===== config.mk =====
export PLATFORM = sky130hd
export DESIGN_NAME = instruction_fetch_unit
export DESIGN_NICKNAME = d
export VERILOG_FILES = /design/src/rtl/instruction_fetch_unit.sv
export SDC_FILE = /design/constraint.sdc
export NUM_CORES = 1
export LEC_CHECK = 0
export CAP_MARGIN = 20
export CORE_UTILIZATION = 40
export DETAILED_ROUTE_END_ITERATION = 8
export PLACE_DENSITY = 0.76
export SETUP_SLACK_MARGIN = 0.1
export SLEW_MARGIN = 20
export SYNTH_ARGS = -nofsm -noshare
export SYNTH_HDL_FRONTEND = slang
export SYNTH_SLANG_ARGS = --single-unit

===== constraint.sdc =====
create_clock -name clk -period 2.1 [get_ports clk]
set_clock_uncertainty 0.05 [all_clocks]
set_input_delay 0.42 -clock clk [delete_from_list [all_inputs] [get_ports clk]]
set_output_delay 0.42 -clock clk [all_outputs]
set_load 0.01 [all_outputs]

===== src/rtl/instruction_fetch_unit.sv =====
`default_nettype none
// ============================================================================
// Module      : instruction_fetch_unit
// Description : Fetch stage behind the 12-bit PC. It issues program-memory
//               reads, absorbs wait states, holds a one-entry instruction
//               register for decode and pulses the PC increment. The optional
//               wait-state timeout is enabled by defining FETCH_TIMEOUT_EN.
// Revision    : 1.0 - initial release
// ============================================================================
module instruction_fetch_unit #(
    parameter int ADDR_W         = 12,
    parameter int INSTR_W        = 16,
    parameter int TIMEOUT_CYCLES = 255
) (
    input  logic               clk,
    input  logic               reset,
    input  logic [ADDR_W-1:0]  pc,
    output logic               pc_increment,
    input  logic               hold,
    input  logic               flush,
    output logic               mem_rd,
    output logic [ADDR_W-1:0]  mem_addr,
    input  logic               mem_ready,
    input  logic [INSTR_W-1:0] mem_data,
    output logic [INSTR_W-1:0] ir,
    output logic [ADDR_W-1:0]  ir_pc,
    output logic               ir_valid,
    input  logic               ir_ready,
    output logic               fetch_err
);

    localparam logic [2:0] c_IDLE  = 3'd0;
    localparam logic [2:0] c_FETCH = 3'd1;
    localparam logic [2:0] c_WAIT  = 3'd2;
    localparam logic [2:0] c_DRAIN = 3'd3;
    localparam logic [2:0] c_ERR   = 3'd4;

    logic [2:0]         r_state;
    logic [2:0]         w_next_state;
    logic [INSTR_W-1:0] r_ir;
    logic [ADDR_W-1:0]  r_ir_pc;
    logic               r_ir_valid;
    logic [ADDR_W-1:0]  r_req_addr;

    logic               w_can_issue;
    logic               w_mem_rd;
    logic [ADDR_W-1:0]  w_mem_addr;
    logic               w_capture;
    logic [ADDR_W-1:0]  w_cap_pc;
    logic               w_timeout;

    assign w_can_issue = !hold && !flush && (!r_ir_valid || ir_ready);

`ifdef FETCH_TIMEOUT_EN
    localparam int c_CNT_W = ($clog2(TIMEOUT_CYCLES + 1) > 8) ? $clog2(TIMEOUT_CYCLES + 1) : 8;

    logic [c_CNT_W-1:0] r_wait_cnt;
    logic               r_fetch_err;

    assign w_timeout = ((r_state == c_WAIT) || (r_state == c_DRAIN)) && !mem_ready
                       && (r_wait_cnt == c_CNT_W'(TIMEOUT_CYCLES - 1));

    // The count restarts whenever the waiting state is (re)entered.
    always_ff @(posedge clk) begin
        if (reset) begin
            r_wait_cnt  <= '0;
            r_fetch_err <= 1'b0;
        end else begin
            if (w_next_state != r_state)
                r_wait_cnt <= '0;
            else if ((r_state == c_WAIT) || (r_state == c_DRAIN))
                r_wait_cnt <= r_wait_cnt + 1'b1;
            if (w_timeout)
                r_fetch_err <= 1'b1;
        end
    end

    assign fetch_err = r_fetch_err;
`else
    localparam int c_unused_timeout = TIMEOUT_CYCLES;

    assign w_timeout = 1'b0;
    assign fetch_err = 1'b0;
`endif

    always_ff @(posedge clk) begin
        if (reset)
            r_state <= c_IDLE;
        else
            r_state <= w_next_state;
    end

    always_comb begin
        w_next_state = r_state;
        case (r_state)
            c_IDLE:  w_next_state = c_FETCH;
            c_FETCH: if (w_mem_rd && !mem_ready) w_next_state = c_WAIT;
            // A response arriving with the flush is simply dropped; no drain is needed.
            c_WAIT: begin
                if (mem_ready)      w_next_state = c_FETCH;
                else if (flush)     w_next_state = c_DRAIN;
                else if (w_timeout) w_next_state = c_ERR;
            end
            c_DRAIN: begin
                if (mem_ready)      w_next_state = c_FETCH;
                else if (w_timeout) w_next_state = c_ERR;
            end
            c_ERR:   w_next_state = c_ERR;
            default: w_next_state = c_IDLE;
        endcase
    end

    always_comb begin
        w_mem_rd   = 1'b0;
        w_mem_addr = r_req_addr;
        w_capture  = 1'b0;
        w_cap_pc   = r_req_addr;
        case (r_state)
            c_FETCH: begin
                w_mem_rd   = w_can_issue;
                w_mem_addr = pc;
                w_capture  = w_can_issue && mem_ready;
                w_cap_pc   = pc;
            end
            c_WAIT: begin
                w_mem_rd  = 1'b1;
                w_capture = mem_ready && !flush;
            end
            c_DRAIN: w_mem_rd = 1'b1;
            default: w_mem_rd = 1'b0;
        endcase
    end

    // The PC favours increment over load, so a flush must never see an increment.
    assign pc_increment = w_capture && !flush;
    assign mem_rd       = w_mem_rd;
    assign mem_addr     = w_mem_addr;

    always_ff @(posedge clk) begin
        if (reset) begin
            r_ir       <= '0;
            r_ir_pc    <= '0;
            r_ir_valid <= 1'b0;
            r_req_addr <= '0;
        end else begin
            if ((r_state == c_FETCH) && w_mem_rd)
                r_req_addr <= pc;
            if (w_capture) begin
                r_ir    <= mem_data;
                r_ir_pc <= w_cap_pc;
            end
            if (flush)
                r_ir_valid <= 1'b0;
            else if (w_capture)
                r_ir_valid <= 1'b1;
            else if (r_ir_valid && ir_ready)
                r_ir_valid <= 1'b0;
        end
    end

    assign ir       = r_ir;
    assign ir_pc    = r_ir_pc;
    assign ir_valid = r_ir_valid;

endmodule
`default_nettype wire


==> results of run 1 <==
-- per-layer routing --
layer / wire length, um / up-vias / track usage, %
met2: 2460 / 58 / 35.0
li1: - / 908 / -
met4: 33 / 0 / 4.89
met5: 0 / - / 0
met3: 325 / 6 / 6.49
met1: 2390 / 861 / 29.0
-- final timing paths --
path,slack (ps),depth (start not counted),end
max,0.5,5,mem_addr[3]
min,430,2,ir[1]
max reg2reg,240,8,r_req_addr[4]
min reg2reg,430,2,ir[1]
-- stage by stage --
stage	TNS (ps)	worst slack (ps)	hold WS (ps)	std cells	cell area, um^2
3_5_place_dp	-1050	-348	418	329	2740
6_report	0	0.548	427	346	2970
3_3_place_gp	-639	-318	409	329	2740
2_1_floorplan	0	355	376	204	1850
4_1_cts	-11.2	-5.02	430	345	2960
5_1_grt	-380	-60.3	441	346	2970
-- area by class of cell --
type / instances / area share, %
Clock buffer: 6 / 2.78
Tap cell: 52 / 2.19
Sequential cell: 44 / 29.9
Clock inverter: 2 / 0.337
Multi-Input combinational cell: 139 / 31.0
Inverter: 2 / 0.253
Timing Repair Buffer: 101 / 33.6
-- Yosys cell counts, types with 2 or more instances --
library cell / count
a21oi_1: 28
buf_2: 5
clkbuf_1: 12
dfxtp_1: 44
inv_1: 2
mux2_2: 12
mux2i_1: 12
nand2b_1: 2
nand3_1: 17
nor2_1: 13
nor3_1: 27
o21ai_0: 16
-- registers in the layout (all words and copies together) (netlist names) --
| name | count |
|---|---|
| ir_pc | 12 |
| ir_valid | 1 |
| r_state | 3 |
| r_req_addr | 12 |
| ir | 16 |
-- cell usage in the layout (no fill, tap or decap), types with 2 or more instances in the layout --
master,n
buf_2,3
mux2i_1,12
buf_6,19
nand2b_1,2
nor3_1,27
mux2_2,3
nor2_1,13
clkdlybuf4s50_1,60
nand3_1,17
dfxtp_1,42
mux2_4,9
o21ai_0,16
clkbuf_8,6
clkinv_2,2
a21oi_1,28
buf_12,2
inv_1,2
buf_4,14
dlygate4sd2_1,2
-- power by group --
part	leakage, nW	internal, mW	total (mW)	switching [mW]
clock	0.0510	0.263	0.545	0.283
combinational	0.708	0.217	0.383	0.166
sequential	0.358	0.858	0.872	0.0133
-- logic make-up after synthesis --
group	Yosys count
AO/OA/AOI/OAI	49
buffers and inverters	21
flip-flops	44
multiplexers	24
other	1
AND/OR/NAND/NOR	65
-- worst min-delay path: stages, from the launching register on --
cell     delay, ps
dfxtp_1        310
o21ai_0         60
a21oi_1         60
-- what timing repair did --
action / CTS / global route
setup buffers: 8 / 1
resized for setup: 88 / 3
pin swaps: 2 / 1
setup endpoints to repair: 14 / 14
cloned: 1 / 0
==> run metrics, run 1 <==
Worst EP required=about 1600 ps; CTS max path bufs=2; CTS root buffer=clkbuf_8; footprint of the multi-input gates=~920 um^2; worst flop-to-flop path startpoint=r_state[1]; hold crit path type=flop to flop; Vias/cell=5.30; Syn Area/Cell=~9.1 um^2; die area=4910 um^2; largest net degree at the start of global routing=30; Seq. cell area=slightly below 900 um^2; CP endpoint kind=primary output; Critical Path AT=around 1600 ps; Cell Chain, Critical Path=nor3b_4 -> buf_6 -> buf_6 -> mux2_4 -> buf_6; clk slew on worst S/H paths=~80 ps; CP Launch Type=flop; post-synthesis xor/xnor area fraction=0%; drt drc=0; Final ANT Viol Nets=0; critical path peak fanout=5; Cell Rows=24; yosys synthesis warning count=0; leakage=approximately 1.1 nW; simple logic cell fraction of the synthesized area=about 19%; synthesized flop and latch total=44; CTS H-tree depth=2; antenna cells=0; top cells by area, synth=dfxtp_1 (48%), a21oi_1 (7.6%), nor3_1 (7.3%); Fin. Hold Viols=0; count of pins over their slew limit=0; ys flop type=dfxtp_1; Crit Path Class=flop to primary output; maxcap violations=0; post-synthesis sequential area ratio=between 40% and 50%; vias in the first global route=between 1500 and 2000; total chip power=1.80 mW; drt pass-1 iters=4; Top Family by Delay on Critical Path=buffers and inverters; post-route minimum period=around 2100 ps; Cell Pwr Density=about 600 nW/um^2; hold path startpoint=ir[1]; slowest stage delay, CP=~370 ps; global-route wire length before repair=between 8000 and 9000 um; global route overflow=0; Inserted Clock Buffers=5; Worst path slowest cell=dfxtp_4; area leader, netlist=dfxtp_1; post-layout util=just under 70%; synth-to-layout area growth=60.1%; Mapped Area=roughly 1900 um^2; clk sinks=44; fillers=387; Syn Inst Count=between 200 and 250; Most common cell on crit path=buf_6; fmax=between 0.4 and 0.5 GHz; Ports=78; Post-synth EDFFs=0; CP bufs+invs=3; hold_buf cts=0; number of DRC markers in iteration 0=approximately 120; final setup fails=0; per-cell routed wire length=approximately 15 um; Cell variety after synth=26; largest family of logic cells by synthesized area=simple AND/OR/NAND/NOR gates; gpl congestion=0.758; Tcrit/Tclk final=~100%; Die X=~70 um; routed wire length=5200 um; post-synthesis compound-gate area fraction=around 15%; worst vdd ir=roughly 430 uV; Buffers on Ports=76; Starting Density=42.0%; latest clock arrival within the worst-skew pair=290 ps; Yosys top cell area share=47.5%; antenna violations before repair=0; DIE HEIGHT=between 70 and 80 um; nets=roughly 330; mux cell area share after synthesis=13.8%; GRT Resource Usage Total=between 20 and 25%; RSZ-0062 raised after global routing=true; Crit. Startpoint=r_state[1]; fraction of registers with async set/reset=0%; share of layout cells above drive strength 1=~22%; core area=roughly 4400 um^2; post-synthesis adder-cell area fraction=0%; Final HPWL DP=slightly above 3000 um; CTS tree=done; status=finished, final reports clean; Via Count=roughly 1800; syn_nets=about 240
(Power assumes the default switching activity.)
==> run 2: changes to the inputs <==
ABC_AREA = 1   (was default)
PLACE_DENSITY = 0.75   (was 0.76)
==> run metrics, run 2 <==
worst flop-to-flop path startpoint=r_state[1]; syn_nets=334; CTS tree=done; core area=4720 um^2; Via Count=1976; CP endpoint kind=primary output; routed wire length=roughly 4500 um; reg2reg setup slack=roughly 280 ps; leakage=approximately 1.4 nW; Critical Path AT=roughly 1500 ps; DIE HEIGHT=between 70 and 80 um; fmax=0.502 GHz; status=finished, final reports clean; fraction of registers with async set/reset=0%; CTS max path bufs=2; Final ANT Viol Nets=0; fillers=436; largest net degree at the start of global routing=57; cell area after layout=3050 um^2; most frequent cells in the layout=nand2_1 (75), clkdlybuf4s50_1 (61), nor2_1 (60); worst reg2reg path endpoint=ir_pc[1]; leading cell type in the layout, fill and taps excluded=nand2_1; count of pins over their slew limit=0; max reg flops=16; synth-to-layout area growth=55.1%; footprint of the multi-input gates=between 800 and 900 um^2; nets=about 430; critical path peak fanout=2; drt drc=0; yosys synthesis warning count=0; post-synthesis sequential area ratio=between 40 and 50%; Yosys top cell area share=between 40% and 50%; per-cell routed wire length=9.83 um; post-layout util=64.6%; Mapped Area=between 1500 and 2000 um^2; post-route minimum period=between 1500 and 2000 ps; area leader, netlist=dfxtp_1; TNS Setup=0 ps; RSZ-0062 raised after global routing=true; Crit Path Class=input port to primary output; Seq. cell area=~900 um^2; global route overflow=0; antenna violations before repair=0; Cell variety after synth=20; number of DRC markers in iteration 0=between 100 and 150; Syn Inst Count=300; Inserted Clock Buffers=5; Vias/cell=about 4.3; maxcap violations=0; Fin. Hold Viols=0; Tcrit/Tclk final=between 90% and 100%; Worst Setup EP=pc_increment; Die X=72.1 um; CTS H-tree depth=2; die area=5200 um^2; top cells by area, synth=dfxtp_1 (45%), nand2_1 (15%), nor2_1 (11%); Cell Pwr Density=approximately 600 nW/um^2; worst reg2reg path depth=11; vias in the first global route=between 1500 and 2000; fin cells=459; met3 GRT Util=approximately 5.3%; CTS root buffer=clkbuf_8; share of layout cells above drive strength 1=between 10% and 20%; latest clock arrival within the worst-skew pair=slightly below 300 ps; Post-synth EDFFs=0; synthesized flop and latch total=44; Final HPWL DP=between 3000 and 4000 um; antenna cells=0; CP Launch Type=input port; clk sinks=44; final setup fails=0; count leader, synth=nand2_1; Ports=78; drt pass-1 iters=3; clk slew on worst S/H paths=around 80 ps; Commonest cells post-synth=nand2_1 (78), nor2_1 (60), inv_1 (49); grt met2 use=a little under a third; GR peak layer=met2; total chip power=between 1.5 and 2 mW; Cell Rows=25; Buffers on Ports=76; GRT Resource Usage Total=18.0%; Starting Density=41.6%; GR met1 Demand/Resource=20.3%; Crit. Startpoint=hold; placed cell count=approximately 450; Syn Area/Cell=6.56 um^2; Post-Place Cell Area=a little under 3000 um^2; gpl congestion=between 0.8 and 0.9; hold crit path type=flop to flop; ys flop type=dfxtp_1; worst vdd ir=roughly 330 uV; Worst EP required=around 1600 ps; global-route wire length before repair=around 7300 um
## run 2: changes by cell type in the layout (fill, tap and decap cells not counted), moves of 4 or more
cell / change
a21oi_1: -15
buf_4: +5
buf_6: -17
clkbuf_2: +11
inv_1: +46
mux2_4: -9
mux2i_1: -12
nand2_1: +75
nand2_2: +4
nand3_1: -13
nor2_1: +47
nor3_1: -26
o21ai_2: +7
o21ai_4: +4
## run 2: cells by family after synthesis
kind of cell	share of synthesized area, %
AND/OR/NAND/NOR	30.3
buffers and inverters	14.7
other	0.191
AO/OA/AOI/OAI	10.1
flip-flops	44.8
## run 2: how the worst min path moves through the flow
stage	from	endpoint	slack, ps	cells after the start
after detailed placement	r_req_addr[4]	r_req_addr[4]	390	2
after global routing	r_state[1]	r_state[2]	400	1
after CTS	r_state[1]	r_state[2]	380	1
final	r_state[1]	r_state[2]	380	1
after floorplan	r_req_addr[7]	r_req_addr[7]	380	2
after global placement	r_req_addr[4]	r_req_addr[4]	390	2
## run 2: area by class of cell
class,count,share of cell area (%)
clock buffers,6,2.38
clock inverters,1,0.164
inverters,52,6.48
multi-input cells,189,28.7
flip-flops and latches,44,29.0
well taps,67,2.75
repair buffers,100,30.6
## run 2: worst max-delay path: stages
cell	delay, ps
clkdlybuf4s50_1	430
nor2_1	110
o21ai_0	90
nand2_1	60
nand3_1	110
nor2_4	180
buf_6	120
## run 2: layer usage
metal	vias to the layer above	routed length (um)	part of all wire, %
li1	1071	-	-
met1	842	2080	46
met2	56	2080	46
met3	7	260	5.8
met4	0	89	2.0
met5	-	0	0
## run 2: repair_timing
item	in CTS	in global routing
hold endpoints to repair	0	0
pin swaps	0	5
buffers inserted	0	3
cloned	0	1
resized for setup	55	28
hold buffers	0	0
endpoints found under the setup margin	14	42
## run 2: metrics by stage
| stage | setup slack [ps] | hold WS, ps |
|---|---|---|
| finish | 108 | 379 |
| global route | 19.2 | 398 |
| CTS | 24.2 | 380 |
| detailed placement | -286 | 392 |
| global placement | -254 | 386 |
| floorplan | 529 | 379 |
## run 2: power by group
part | internal (mW) | leakage (nW) | switching [mW] | total [mW]
clock | 0.226 | 0.0410 | 0.269 | 0.495
sequential | 0.870 | 0.359 | 0.0140 | 0.884
combinational | 0.245 | 1.03 | 0.224 | 0.469
